[config.mk]
export PLATFORM = sky130hd
export DESIGN_NAME = i2c_cmd_arbiter
export DESIGN_NICKNAME = d
export VERILOG_FILES = /design/src/rtl/i2c_cmd_arbiter.sv
export SDC_FILE = /design/constraint.sdc
export NUM_CORES = 1
export LEC_CHECK = 0
export ABC_AREA = 1
export CORE_UTILIZATION = 30
export DETAILED_ROUTE_END_ITERATION = 6
export HOLD_SLACK_MARGIN = 0.06
export PLACE_DENSITY = 0.62
export SLEW_MARGIN = 20
export SYNTH_ARGS = -nofsm -noshare
export SYNTH_HDL_FRONTEND = slang
export SYNTH_SLANG_ARGS = --single-unit
[constraint.sdc]
create_clock -name iCLK -period 3 [get_ports iCLK]
set_input_delay 0.9 -clock iCLK [delete_from_list [all_inputs] [get_ports iCLK]]
set_output_delay 0.9 -clock iCLK [all_outputs]
set_load 0.05 [all_outputs]
[src/rtl/i2c_cmd_arbiter.sv]
// Round-robin arbiter that shares one CCD-sensor I2C write controller between NUM_REQ requesters.
// Define ARB_TIMEOUT_EN to add a watchdog that treats a stuck transfer as a NACK.
module i2c_cmd_arbiter #(
  parameter int unsigned NUM_REQ     = 4,
  parameter logic [7:0]  SLAVE_ADDR  = 8'hBA,
  parameter int unsigned MAX_RETRY   = 3,
  parameter int unsigned GAP_CYC     = 16,
  parameter int unsigned TIMEOUT_CYC = 2000000
) (
  input  logic                    iCLK,
  input  logic                    iRST_N,
  input  logic [NUM_REQ-1:0]      iREQ,
  input  logic [NUM_REQ*24-1:0]   iREQ_DATA,
  output logic [NUM_REQ-1:0]      oGNT,
  output logic [NUM_REQ-1:0]      oDONE,
  output logic [NUM_REQ-1:0]      oERR,
  output logic                    oBUSY,
  output logic [31:0]             oI2C_DATA,
  output logic                    oI2C_GO,
  input  logic                    iI2C_END,
  input  logic                    iI2C_ACK
);

  localparam int unsigned IdxW = (NUM_REQ > 1) ? $clog2(NUM_REQ) : 1;
  localparam int unsigned GapW = $clog2(GAP_CYC + 1);

  typedef enum logic [1:0] {StIdle, StIssue, StCheck, StGap} state_e;

  state_e              state_q, state_d;
  logic [IdxW-1:0]     cur_q, cur_d;
  logic [IdxW-1:0]     rr_ptr_q, rr_ptr_d;
  logic [31:0]         data_q, data_d;
  logic [3:0]          retry_cnt_q, retry_cnt_d;
  logic                retry_pend_q, retry_pend_d;
  logic [GapW-1:0]     gap_cnt_q, gap_cnt_d;
  logic                ack_q, ack_d;
  logic                end_q;
  logic                go_q, go_d;
  logic [NUM_REQ-1:0]  gnt_q, gnt_d, done_q, done_d, err_q, err_d;

  logic                end_rise;
  logic                win_found, found_hi;
  logic [IdxW-1:0]     win_idx, hi_idx, lo_idx;
  logic [23:0]         win_data;

  assign end_rise = iI2C_END & ~end_q;

  // Lowest request at or above rr_ptr wins; otherwise wrap to the lowest request overall.
  always_comb begin
    win_found = 1'b0;
    found_hi  = 1'b0;
    hi_idx    = '0;
    lo_idx    = '0;
    for (int k = NUM_REQ - 1; k >= 0; k--) begin
      if (iREQ[k]) begin
        win_found = 1'b1;
        lo_idx    = IdxW'(k);
        if (IdxW'(k) >= rr_ptr_q) begin
          found_hi = 1'b1;
          hi_idx   = IdxW'(k);
        end
      end
    end
    win_idx  = found_hi ? hi_idx : lo_idx;
    win_data = '0;
    for (int k = 0; k < NUM_REQ; k++) begin
      if (IdxW'(k) == win_idx) win_data = iREQ_DATA[k*24 +: 24];
    end
  end

`ifdef ARB_TIMEOUT_EN
  logic [31:0] wd_q, wd_d;
  logic        wd_expired;

  assign wd_d       = (state_q == StIssue) ? wd_q + 32'd1 : 32'd0;
  assign wd_expired = (state_q == StIssue) && (wd_q == 32'(TIMEOUT_CYC - 1));

  always_ff @(posedge iCLK or negedge iRST_N) begin
    if (!iRST_N) wd_q <= '0;
    else         wd_q <= wd_d;
  end
`else
  logic wd_expired;
  logic unused_timeout_cfg;

  assign wd_expired         = 1'b0;
  assign unused_timeout_cfg = ^32'(TIMEOUT_CYC);
`endif

  always_comb begin
    state_d      = state_q;
    cur_d        = cur_q;
    rr_ptr_d     = rr_ptr_q;
    data_d       = data_q;
    retry_cnt_d  = retry_cnt_q;
    retry_pend_d = retry_pend_q;
    gap_cnt_d    = gap_cnt_q;
    ack_d        = ack_q;
    go_d         = 1'b0;
    gnt_d        = '0;
    done_d       = '0;
    err_d        = '0;
    unique case (state_q)
      StIdle: begin
        if (win_found) begin
          cur_d   = win_idx;
          data_d  = {SLAVE_ADDR, win_data};
          gnt_d   = NUM_REQ'(1) << win_idx;
          state_d = StIssue;
        end
      end
      StIssue: begin
        // GO is registered, so it rises the cycle after ISSUE is entered.
        go_d = 1'b1;
        if (end_rise) begin
          ack_d   = iI2C_ACK;
          go_d    = 1'b0;
          state_d = StCheck;
        end else if (wd_expired) begin
          ack_d   = 1'b1;
          go_d    = 1'b0;
          state_d = StCheck;
        end
      end
      StCheck: begin
        if (!ack_q) begin
          done_d[cur_q] = 1'b1;
        end else if (retry_cnt_q < 4'(MAX_RETRY)) begin
          retry_cnt_d  = retry_cnt_q + 4'd1;
          retry_pend_d = 1'b1;
        end else begin
          err_d[cur_q] = 1'b1;
        end
        gap_cnt_d = '0;
        state_d   = StGap;
      end
      StGap: begin
        if (gap_cnt_q == GapW'(GAP_CYC - 1)) begin
          gap_cnt_d = '0;
          if (retry_pend_q) begin
            retry_pend_d = 1'b0;
            state_d      = StIssue;
          end else begin
            rr_ptr_d    = (cur_q == IdxW'(NUM_REQ - 1)) ? '0 : cur_q + IdxW'(1);
            retry_cnt_d = '0;
            state_d     = StIdle;
          end
        end else begin
          gap_cnt_d = gap_cnt_q + GapW'(1);
        end
      end
      default: state_d = StIdle;
    endcase
  end

  always_ff @(posedge iCLK or negedge iRST_N) begin
    if (!iRST_N) begin
      state_q      <= StIdle;
      cur_q        <= '0;
      rr_ptr_q     <= '0;
      data_q       <= '0;
      retry_cnt_q  <= '0;
      retry_pend_q <= 1'b0;
      gap_cnt_q    <= '0;
      ack_q        <= 1'b0;
      end_q        <= 1'b0;
      go_q         <= 1'b0;
      gnt_q        <= '0;
      done_q       <= '0;
      err_q        <= '0;
    end else begin
      state_q      <= state_d;
      cur_q        <= cur_d;
      rr_ptr_q     <= rr_ptr_d;
      data_q       <= data_d;
      retry_cnt_q  <= retry_cnt_d;
      retry_pend_q <= retry_pend_d;
      gap_cnt_q    <= gap_cnt_d;
      ack_q        <= ack_d;
      end_q        <= iI2C_END;
      go_q         <= go_d;
      gnt_q        <= gnt_d;
      done_q       <= done_d;
      err_q        <= err_d;
    end
  end

  assign oGNT      = gnt_q;
  assign oDONE     = done_q;
  assign oERR      = err_q;
  assign oBUSY     = (state_q != StIdle);
  assign oI2C_DATA = data_q;
  assign oI2C_GO   = go_q;

endmodule

# Yosys cells after proc, flatten, opt, wreduce, memory -nomap -nowiden
# Index checks and enable logic that the tools add are counted.
# totals
regBits	56
word_cells	109
inputBits	104
output_inout_bits	46
# classes
bitwise	3
reduce_logical	11
n_eq_ne	14
n_mux	57
order_cmp	7
shifts	1
add_sub_neg	3
# op_table
operator	n
$mux W24	4
$mux W4	11
$mux W2	17
$mux W1	19
$ne A2 B2 Y1 const B	6
$pmux W5 S2	1
$pmux W2 S4	1
$pmux W4 S2	1
$eq A2 B2 Y1 const B	3
$reduce_and A3 Y1	2
$add A5 B1 Y5 const B	1
$eq A5 B4 Y1 const B	1
$mux W5	1
$reduce_and A5 Y1	1
$add A4 B1 Y4 const B	1
$eq A2 B2 Y1 const A	2
$ge A1 B2 Y1 const A	2
$ge A2 B2 Y1 const A	2
$logic_not A2 Y1	2
$lt A4 B2 Y1 const B	1
$reduce_and A2 Y1	2
$reduce_and A4 Y1	1
$reduce_bool A2 Y1	2
$shl A1 B2 Y4 const A	1
other kinds (10)	11

# Depth between registers and ports, before layout
# logic_depth
word_depth	15
depth_mapped	13
ltp_nobuf	12

# Worst setup path after synthesis
# OpenSTA, ideal clock, no wires.
# synth_timing
path_type	input port to flip-flop
startpoint	input iREQ[1]
endpoint	register data_q[21], in the netlist oI2C_DATA[21]
cell_stages	10
path_slack_ps	983
arrival_time_ps	1900
setup_time_ps	116
cell_sequence	inv_2 nor2_1 a21oi_2 nand2_1 buf_4 buf_4 nor3_1 nor2_1 nand2_1 nand2_1
# synth_via
elab_chain_cells	9
elab_cells_between_ends	20
classes_between	eq/ne: 3; mux: 15; reduce/logical: 2
# synth_lines
element	line	source
from (decl)	12	input logic [NUM_REQ-1:0] iREQ,
$mux W2 / $mux W1 (equally long branches)	55	if (iREQ[k]) begin
$mux W2 / $mux W1 (equally long branches)	58	if (IdxW'(k) >= rr_ptr_q) begin
$mux W2 / $mux W1 (equally long branches)	55	
$mux W2	64	win_idx = found_hi ? hi_idx : lo_idx;
$logic_not A2 Y1	67	if (IdxW'(k) == win_idx) win_data = iREQ_DATA[k*24 +: 24];
$mux W24 (4 in a row)	67	
to (signal assigned)	175	data_q <= data_d;
to (decl)	32	logic [31:0] data_q, data_d;
# Parallel ways exist; a longest one is shown, timed or not.
# A chain may end at the register's enable or synchronous reset.

# Worst setup path after layout
# layout_timing
startpoint	input iREQ[3]
endpoint	register data_q[16], in the netlist oI2C_DATA[16]
# layout_via
elab_chain_cells	13
elab_cells_between_ends	32
classes_between	eq/ne: 3; mux: 27; reduce/logical: 2
# layout_lines
element	line
$mux W2 / $mux W1 (equally long branches)	55
$mux W2 / $mux W1 (equally long branches)	58
$mux W2 / $mux W1 (equally long branches)	55
$mux W2 / $mux W1 (equally long branches)	58
$mux W2 / $mux W1 (equally long branches)	55
$mux W2 / $mux W1 (equally long branches)	58
$mux W2 / $mux W1 (equally long branches)	55
$mux W2	64
$logic_not A2 Y1	67
$mux W24 (4 in a row)	67
# Parallel ways exist; a longest one is shown, timed or not.

==> results.cfg <==
[yosys]
netlist_top_cells_area = dfrtp_1 41%, nand2_1 13%, nor2_1 7.8%
yosysSeqAreaShare_pct = 41.37
yosysUniqueCellTypes = 36
syn_area_per_cell_um2 = 7.395
synth-seq-cells = 56
syn_area_um2 = 3387
ys_warn_count = 0
synth_ff_type = dfrtp_1
yosys.area.top_type_share_pct = 41.37
synth_edf_count = 0
syn_inst = 458
ys_async_sr_fraction_pct = 100.0
yosysTopAreaCell = dfrtp_1

[timing]
setup_ws_ns = 0.4877
final-hold-violation-count = 0
period_share_pct = 83.74
max_freq_mhz = 398.0
whs_ns = 0.4689
rsz0062_at_grt = false
worstMarginPinSlew_ns = 0.6347
fin_worst_skew_ns = 0.008205
period_minus_slack_ns = 2.512
setup_viol = 0
final.setup.tns_ns = 0
slew_headroom_pct = 57.68
slew_viol_final = 0

[route]
met3_length_um = 506
top_layer_used = met4
m1WireLength_um = 4497
drc = 0
first_pass_iters = 4
ant_nets = 0
avgRoutedWirePerCell_um = 13.45
via_per_inst = 4.659
drtIter0Drc = 148
routed-wl-met2_um = 4707
via_count = 3429
wirelength_um = 9900

[global_routing]
grt_antenna_before_repair = 0
grt_first_pass_wirelength_um = 15620
grt_start_max_net_pins = 48
grt_overflow = 0
grt_usage_pct = 16.97
first_global_vias = 3340

[clock_network]
clk_transition_reported_paths_ns = 0.07
cts_buffers = 5
cts_buffer_depth = 2
ctsResizeCount = 0
insertion_delay_ns = 0.29
ctsHoldBuffers = 0
h-tree-depth = 2
clock_sinks = 56
cts_setup_buffers = 0
cts-root-buf = clkbuf_16
cts_tree = yes

[floorplanning]
die_area_um2 = 11720
die_width_um = 108.3
start_util_pct = 30.97
num_io_pins = 150
row_count = 38
coreArea_um2 = 10940
fp.dieH_um = 108.3

[finish]
n_antenna_cell = 0
fillers = 1098
fin_nets = 710
fin_util_pct = 46.84
fin_area_um2 = 5122
finalNonFillerCells = 736
final_layout_size_suffix_gt1_share_pct = 7.383
layout_commonest_cell = clkdlybuf4s50_1
layout_common_cells = 144 x clkdlybuf4s50_1, 113 x nand2_1, 70 x nor2_1
synthToLayoutAreaGrowth_pct = 51.24

[critical_path]
crit_family = simple AND/OR/NAND/NOR gates
crit_type = primary input to flip-flop
crit_chain = clkdlybuf4s50_1 -> nand2_1 -> a21oi_4 -> nand2_2 -> nand2_4 -> nand2_4 -> buf_12 -> nand3_1 -> nand3_1 -> nor2_1 -> nor2_1
max_stage_delay_ns = 0.57
crit_buf_inv = 2
path_max_fanout = 21
end_kind = flip-flop
start_kind = primary input
crit_required_ns = 3.19
cpMaxStageDelayCell = clkdlybuf4s50_1
cp_data_arrival_time_ns = 2.70

[place]
dp_cells = 729
io_buffers = 146
placed_cell_area_um2 = 4985
finalWeightedCongestion = 0.8621
post-place-ws_ns = 0.1875
hpwlAfterDp_um = 7713

[power_and_ir_drop]
ir_worst_vdd_v = 0.0004086
power_per_cell_area_nw_per_um2 = 806.2
total_power_mw = 4.130
p_leak_nw = 2.330

[worst_hold_path]
hp-class = flip-flop to flip-flop

[flow_run]
cap_viol_max_count = 0

[run_status]
status = finished clean
power breakdown:
group / switching, mW / leakage [nW] / internal (mW)
logic: 1.53 / 1.57 / 0.845
registers: 0.168 / 0.696 / 1.02
clock network: 0.260 / 0.0657 / 0.304
layout make-up:
class	instances	area [um^2]	area share (%)
Multi-Input combinational cell	332	1657	32.34
Timing Repair Buffer	157	1587	30.97
Sequential cell	56	1401	27.36
Tap cell	140	175.2	3.420
Inverter	44	165.2	3.224
Clock buffer	5	125.1	2.443
Clock inverter	2	12.51	0.2443
final timing paths:
| kind | from | endpoint | slack, ns | cells past startpoint |
|---|---|---|---|---|
| max in group asynchronous | iRST_N | cur_q[1]$_DFFE_PN0P_ | 1.78 | 2 |
| setup / recovery | iREQ[3] | oI2C_DATA[16]$_DFFE_PN0P_ | 0.49 | 11 |
| setup reg to reg | rr_ptr_q[1]$_DFFE_PN0P_ | oI2C_DATA[16]$_DFFE_PN0P_ | 1.23 | 10 |
| hold / removal | retry_cnt_q[2]$_DFFE_PN0P_ | retry_cnt_q[2]$_DFFE_PN0P_ | 0.47 | 2 |
| min in group asynchronous | iRST_N | state_q[1]$_DFFE_PN0P_ | 0.62 | 1 |
| hold reg to reg | retry_cnt_q[2]$_DFFE_PN0P_ | retry_cnt_q[2]$_DFFE_PN0P_ | 0.47 | 2 |
cells in the mapped netlist, types with 8 or more instances:
master and number:
a21oi_1 13, buf_2 10, buf_4 10, dfrtp_1 56
ha_1 10, inv_1 42, nand2_1 114, nand3_1 48
nand4_1 18, nor2_1 70, nor3_1 8, o21ai_0 10
cell families after synthesis:
group	count (synthesis)	share of synthesized area (%)
flip-flops	56	41.37
AND/OR/NAND/NOR	280	37.72
AO/OA/AOI/OAI	37	6.502
multiplexers	1	0.3324
other	1	0.1107
adder cells (fa/ha/maj)	10	3.694
buffers and inverters	72	10.01
XOR/XNOR	1	0.2586
tightest hold or removal path, delay by kind of cell, from the launching register on:
| kind | cells | cell delay, ns |
|---|---|---|
| buffers and inverters | 1 | 0.04 |
| flip-flops | 1 | 0.34 |
| AND/OR/NAND/NOR | 1 | 0.05 |
per-layer routing:
metal  up-vias  GRT usage, %
li1       1734             -
met1      1573         21.94
met2       107         28.62
met3        15         3.195
met4         0         5.212
met5         -             0
sequential cells by signal, summed over array words and instances, names as in the netlist, 2 cells and up:
| register | flops |
|---|---|
| rr_ptr_q | 2 |
| retry_cnt_q | 4 |
| state_q | 2 |
| oERR | 4 |
| oGNT | 4 |
| oDONE | 4 |
| cur_q | 2 |
| oI2C_DATA | 25 |
| gap_cnt_q | 5 |
Note: power is estimated with default switching activity, not from simulation.
